==> src/rtl/wi23_defs.sv <==
// Shared WI23 core constants.
package wi23_defs;
  localparam int unsigned IMEM_DEPTH = 8;
endpackage

==> src/rtl/imem_arb.sv <==
// Single-port instruction memory arbiter: CPU fetch vs host loader/debug port.
// Host wins by default; a starve counter forces a periodic fetch grant unless the host holds the lock.
module imem_arb #(
  parameter int unsigned IMEM_DEPTH = wi23_defs::IMEM_DEPTH,
  parameter int unsigned STARVE_MAX = 4
) (
  input  logic                  clk,
  input  logic                  rst,
  input  logic                  fetch_req_i,
  input  logic [IMEM_DEPTH-1:0] fetch_addr_i,
  output logic                  fetch_gnt_o,
  output logic                  fetch_vld_o,
  output logic [15:0]           fetch_inst_o,
  input  logic                  host_req_i,
  input  logic                  host_we_i,
  input  logic [IMEM_DEPTH-1:0] host_addr_i,
  input  logic [15:0]           host_wdata_i,
  input  logic                  host_lock_i,
  output logic                  host_gnt_o,
  output logic                  host_vld_o,
  output logic [15:0]           host_rdata_o,
  output logic                  mem_en_o,
  output logic                  mem_we_o,
  output logic [IMEM_DEPTH-1:0] mem_addr_o,
  output logic [15:0]           mem_wdata_o,
  input  logic [15:0]           mem_rdata_i
);

  localparam logic [3:0] STARVE_LIM = 4'(STARVE_MAX);

  logic [3:0]  starve_cnt;
  logic        force_fetch;
  logic        fetch_gnt;
  logic        host_gnt;
  logic        tag_fetch;
  logic        tag_host;
  logic [15:0] fetch_hold;
  logic [15:0] host_hold;

  always_comb begin
    force_fetch = 1'b0;
    host_gnt    = 1'b0;
    fetch_gnt   = 1'b0;
    if (!rst) begin
      force_fetch = fetch_req_i && !host_lock_i && (starve_cnt == STARVE_LIM);
      host_gnt    = host_req_i && !force_fetch;
      fetch_gnt   = fetch_req_i && !host_lock_i && (!host_req_i || force_fetch);
    end
  end

  assign fetch_gnt_o = fetch_gnt;
  assign host_gnt_o  = host_gnt;
  assign mem_en_o    = fetch_gnt | host_gnt;
  assign mem_we_o    = host_gnt & host_we_i;
  assign mem_addr_o  = host_gnt ? host_addr_i : fetch_addr_i;
  assign mem_wdata_o = host_wdata_i;

  // Memory data arrives one cycle after the grant, so the valid cycle shows it
  // straight through; the hold registers keep it afterwards. Reset drops a pending response.
  assign fetch_vld_o  = tag_fetch & ~rst;
  assign host_vld_o   = tag_host & ~rst;
  assign fetch_inst_o = fetch_vld_o ? mem_rdata_i : fetch_hold;
  assign host_rdata_o = host_vld_o ? mem_rdata_i : host_hold;

  always_ff @(posedge clk) begin
    if (rst) begin
      starve_cnt <= '0;
      tag_fetch  <= 1'b0;
      tag_host   <= 1'b0;
      fetch_hold <= '0;
      host_hold  <= '0;
    end else begin
      if (host_lock_i || !fetch_req_i || fetch_gnt)
        starve_cnt <= '0;
      else
        starve_cnt <= starve_cnt + 4'd1;
      tag_fetch <= fetch_gnt;
      tag_host  <= host_gnt & ~host_we_i;
      if (tag_fetch)
        fetch_hold <= mem_rdata_i;
      if (tag_host)
        host_hold <= mem_rdata_i;
    end
  end

endmodule

==> config.mk <==
export PLATFORM = sky130hd
export DESIGN_NAME = imem_arb
export DESIGN_NICKNAME = d
export VERILOG_FILES = /design/src/rtl/wi23_defs.sv /design/src/rtl/imem_arb.sv
export SDC_FILE = /design/constraint.sdc
export NUM_CORES = 1
export LEC_CHECK = 0
export CAP_MARGIN = 20
export CORE_MARGIN = 1.5
export CORE_UTILIZATION = 42
export CTS_BUF_LIST = sky130_fd_sc_hd__clkbuf_4 sky130_fd_sc_hd__clkbuf_8 sky130_fd_sc_hd__clkbuf_16
export DETAILED_ROUTE_END_ITERATION = 8
export HOLD_SLACK_MARGIN = 0.06
export PLACE_DENSITY = 0.91
export SETUP_SLACK_MARGIN = 0.4
export SLEW_MARGIN = 20
export SYNTH_ARGS = -nofsm -noshare
export SYNTH_HDL_FRONTEND = slang
export SYNTH_SLANG_ARGS = --single-unit
==> constraint.sdc <==
create_clock -name clk -period 2.4 [get_ports clk]
set_clock_uncertainty 0.1 [all_clocks]
set_input_delay 0.24 -clock clk [delete_from_list [all_inputs] [get_ports clk]]
set_output_delay 0.24 -clock clk [all_outputs]
set_load 0.1 [all_outputs]
# == Word-level counts from Yosys, hierarchy flattened ==
# Cells that the tools add are included.
# word_totals
reg_bits,38
latchBits,0
ram_bits,0
rom_bits,0
out_inout_bits,62
elab_cells,31
memories,0
# op_classes
n_addsub,1
multipliers,0
div_mod_pow,0
order_cmp,0
eq_ne,1
n_shift,0
n_mux,5
bitwise_logic,7
n_reduce_logical,12
# ops
cell,n
$mux W16,2
$mux W8,1
$add A4 B1 Y4 const B,1
$and A1 B1 Y1,4
$eq A4 B3 Y1 const B,1
$logic_and A1 B1 Y1,4
$logic_not A1 Y1,4
$logic_or A1 B1 Y1,3
$mux W1,2
$not A1 Y1,2
$reduce_or A2 Y1,1
$or A1 B1 Y1,1

# == Logic depth before layout (Yosys ltp) ==
# logic_depth
ltp_word,8
ltp_mapped,6

# == Worst setup path before layout ==
# Ideal clock, no wire load.
# synth_timing
path_kind,reg2out
from,register starve_cnt[0]
to,output port fetch_gnt_o
t_arrival_ns,2.928
t_required_ns,2.060
setup_slack_ns,-0.868
path_stages_with_launch,5
n_path_buf,0
path_cell_list,dfxtp_1 inv_1 ha_1 nand3b_4 a211oi_1
# synth_via
elab_chain_len,5
# synth_lines
element,line_no,source
"start, declared",imem_arb.sv:31,logic [3:0] starve_cnt;
"start signal, assigned",imem_arb.sv:76,starve_cnt <= starve_cnt + 4'd1;
$eq A4 B3 Y1,imem_arb.sv:45,force_fetch = fetch_req_i && !host_lock_i && (starve_cnt == STARVE_LIM);
$logic_and A1 B1 Y1,imem_arb.sv:45,
$logic_or A1 B1 Y1,imem_arb.sv:47,fetch_gnt = fetch_req_i && !host_lock_i && (!host_req_i || force_fetch);
$logic_and A1 B1 Y1,imem_arb.sv:47,
$mux W1,imem_arb.sv:44,if (!rst) begin
"end, declared",imem_arb.sv:11,"output logic fetch_gnt_o,"
# Every way passes these cells.

# == Final worst setup path ==
# layout_timing
from,register starve_cnt[1]
to,output port mem_addr_o[3]
# layout_via
elab_chain_len,6
# layout_lines
element,line_no,source
$eq A4 B3 Y1,imem_arb.sv:45,
$logic_and A1 B1 Y1,imem_arb.sv:45,
$logic_not A1 Y1,imem_arb.sv:46,host_gnt = host_req_i && !force_fetch;
$logic_and A1 B1 Y1,imem_arb.sv:46,
$mux W1,imem_arb.sv:44,
$mux W8,imem_arb.sv:55,assign mem_addr_o = host_gnt ? host_addr_i : fetch_addr_i;
"end, declared",imem_arb.sv:24,"output logic [IMEM_DEPTH-1:0] mem_addr_o,"
# Every way passes these cells.

==> reports/metrics.yaml <==
run_status:
  outcome: "finished, final reports clean"
clock_network:
  clk_pin_slew_ns: 0.07
  insertion_delay_ns: 0.27
  htree_levels: 2
  clk_path_buf_depth: 2
  cts_tree: "built"
  ctsHoldBuffers: 0
  cts-root-buf: "clkbuf_8"
  cts_inserted_buffers: 5
  clock-sinks: 38
timing:
  fin_tns_setup_ns: 0
  relSlewSlack_pct: 74.0
  worst_pin_slew_ns: 0.391
  rsz0062_at_grt: "true"
  fmax_ghz: 0.501
  holdWs_ns: 0.380
  final-max-slew-violation-count: 0
  period_share_pct: 83.1
  final.min_clock_period_ns: 1.99
  setup-violations-final: 0
  hold_viol: 0
setup_path:
  criticalPathCategory: "flop to output port"
  r2r_end: "fetch_hold[11]"
  critPathCaptureType: "output port"
  rrSetupSlack_ns: 1.11
  ff2ff_path_depth: 3
  timing.rr.start: "tag_fetch"
  crit_path_start_kind: "flop"
  path_max_fanout: 6
  required_ns: 2.06
  cp.arrival_ns: 1.65
power_and_ir_drop:
  pwr-share-comb_pct: 36.7
  p_clk_share_pct: 25.0
  p_seq_share_pct: 38.3
  power.switching_w: 0.000585
  p_leak_nw: 1.41
  swShare_pct: 34.2
  ir_worst_vdd_uv: 367
  p_per_area_nw_per_um2: 489
  power.internal_w: 0.00113
min_path:
  min_to: "mem_wdata_o[0]"
  hp-start: "host_wdata_i[0]"
  hold_depth: 0
  holdCritPathClass: "primary input to output port"
place:
  dpl.hpwl_mm: 3.82
  finalWeightedCongestion: 0.711
  portBuffers: 83
die:
  dieArea_um2: 5430
  fp.dieW_um: 73.7
  num_io_pins: 116
  die_height_um: 73.7
  initial_core_util_pct: 44.2
  coreArea_um2: 4750
  rows: 25
route:
  dr.pass1.iters: 4
  ant_nets: 0
  drc: 0
  vias: 1690
  wl_per_cell_um: 15.8
  drtIter0Drc: 66
  drt-total-wl_mm: 5.35
  routed_via_density: 4.99
global_routing:
  grt.total_usage_pct: 20.4
  grt_max_degree: 28
  grt_remaining_overflow: 0
  antenna_found_initial: 0
  grt_pass1_wl_mm: 8.41
  grt_pass1_vias: 1751
cells_and_area:
  syn2layout_area_growth_pct: 66.6
  final_common_cell: "buf_12"
  insertedDiodeCount: 0
  nFillCells: 314
  drive_gt1_share_pct: 44.5
  fin_nets: 328
  multiInputGateArea_um2: 1170
  final-seq-area_um2: 763
  layout_common_cells: "buf_12 (46), nor2_1 (36), dfxtp_1 (36), clkdlybuf4s50_1 (36)"
yosys:
  yosysSeqAreaShare_pct: 36.2
  yosys_warnings: 0
  synth.distinct_cells: 23
  synth_nets: 253
  syn_avg_cell_area_um2: 10.7
  syn_inst: 197
  synth.cell_area_um2: 2100
  synth_seq_cells: 38
run:
  drv_cap: 0
-- cells by family after synthesis --
| family | Yosys count | share of synthesized area [%] |
|---|---|---|
| xor+xnor | 2 | 0.834 |
| simple gates | 48 | 11.1 |
| buf+inv | 32 | 11.4 |
| fa+ha+maj | 2 | 1.19 |
| flops | 38 | 36.2 |
| mux | 72 | 37.8 |
| compound gates | 3 | 1.43 |
-- timing repair --
| item | 4_1_cts | 5_1_grt |
|---|---|---|
| endpoints found under the hold margin | 0 | 0 |
| setup endpoints to repair | 41 | 8 |
| gates cloned | 2 | 0 |
| buffers inserted | 3 | 2 |
| resized for setup | 13 | 1 |
| pin swaps | 3 | 3 |
-- power by group through the flow --
stage	logic, W	clock network [W]	registers [W]
floorplan	0.000498	0	0.000667
global placement	0.000613	0	0.000668
detailed placement	0.000619	0	0.000670
CTS	0.000630	0.000432	0.000656
global route	0.000650	0.000454	0.000657
finish	0.000629	0.000427	0.000656
-- worst max-delay path, cell delays in order, from the launching register on --
cell and delay [ns]:
dfxtp_2 0.33, inv_2 0.06, ha_4 0.13, nand3b_4 0.10, o21a_4 0.26, mux2_4 0.33
buf_12 0.17
-- Yosys cell counts --
library cell  count  area [um^2]
buf_6             7         78.8
dfxtp_1          38          761
nand3_1           2         10.0
nand2b_1          1         6.26
o21a_4            1         15.0
nor2b_1           3         18.8
mux2i_1          32          320
inv_1             3         11.3
buf_2             2         10.0
mux2_4            6         90.1
nor2b_4           1         13.8
xnor2_1           1         8.76
clkbuf_1          3         11.3
mux2_2           34          383
a211oi_1          2         15.0
nor2_1           37          139
and3_1            1         6.26
nand2b_4          1         13.8
xor2_1            1         8.76
and2_1            1         6.26
buf_4            17          128
nand3b_4          1         20.0
ha_1              2         25.0
-- worst max-delay path by stage --
stage | from | to | depth (start not counted) | slack, ns
after floorplan | starve_cnt[0] | mem_we_o | 6 | 0.41
after global placement | rst | mem_addr_o[0] | 5 | 0.24
after detailed placement | rst | mem_addr_o[7] | 5 | 0.22
after CTS | starve_cnt[1] | mem_addr_o[3] | 6 | 0.37
after global routing | starve_cnt[1] | mem_addr_o[3] | 6 | 0.36
final | starve_cnt[1] | mem_addr_o[3] | 6 | 0.41
-- layer usage --
layer	part of all wire [%]	track usage [%]	vias up
li1	-	-	801
met1	36	21.2	801
met2	57	40.1	77
met3	4.6	4.25	11
met4	1.9	6.38	0
met5	0	0	-
-- cell type report --
type,count,share of cell area (%)
Clock buffer,7,2.40
Inverter,3,0.322
Multi-Input combinational cell,129,33.6
Sequential cell,38,21.8
Tap cell,67,2.40
Timing Repair Buffer,95,39.5
-- metrics by stage --
step / utilization (%) / setup WS (ns) / area [um^2] / power [W] / instances
2_1_floorplan: - / 0.413 / 2120 / 0.00117 / 197
3_3_place_gp: 69.7 / 0.236 / 3320 / 0.00128 / 325
3_5_place_dp: 69.7 / 0.217 / 3320 / 0.00129 / 325
4_1_cts: 73.1 / 0.371 / 3480 / 0.00172 / 337
5_1_grt: 73.6 / 0.357 / 3500 / 0.00176 / 339
6_report: 73.6 / 0.406 / 3500 / 0.00171 / 339
-- state kept, by name (all words and copies together) (netlist names) --
signal      count
starve_cnt      4
tag_host        1
fetch_hold     16
host_hold      16
tag_fetch       1
No activity file was read; power rests on OpenSTA's default activity.
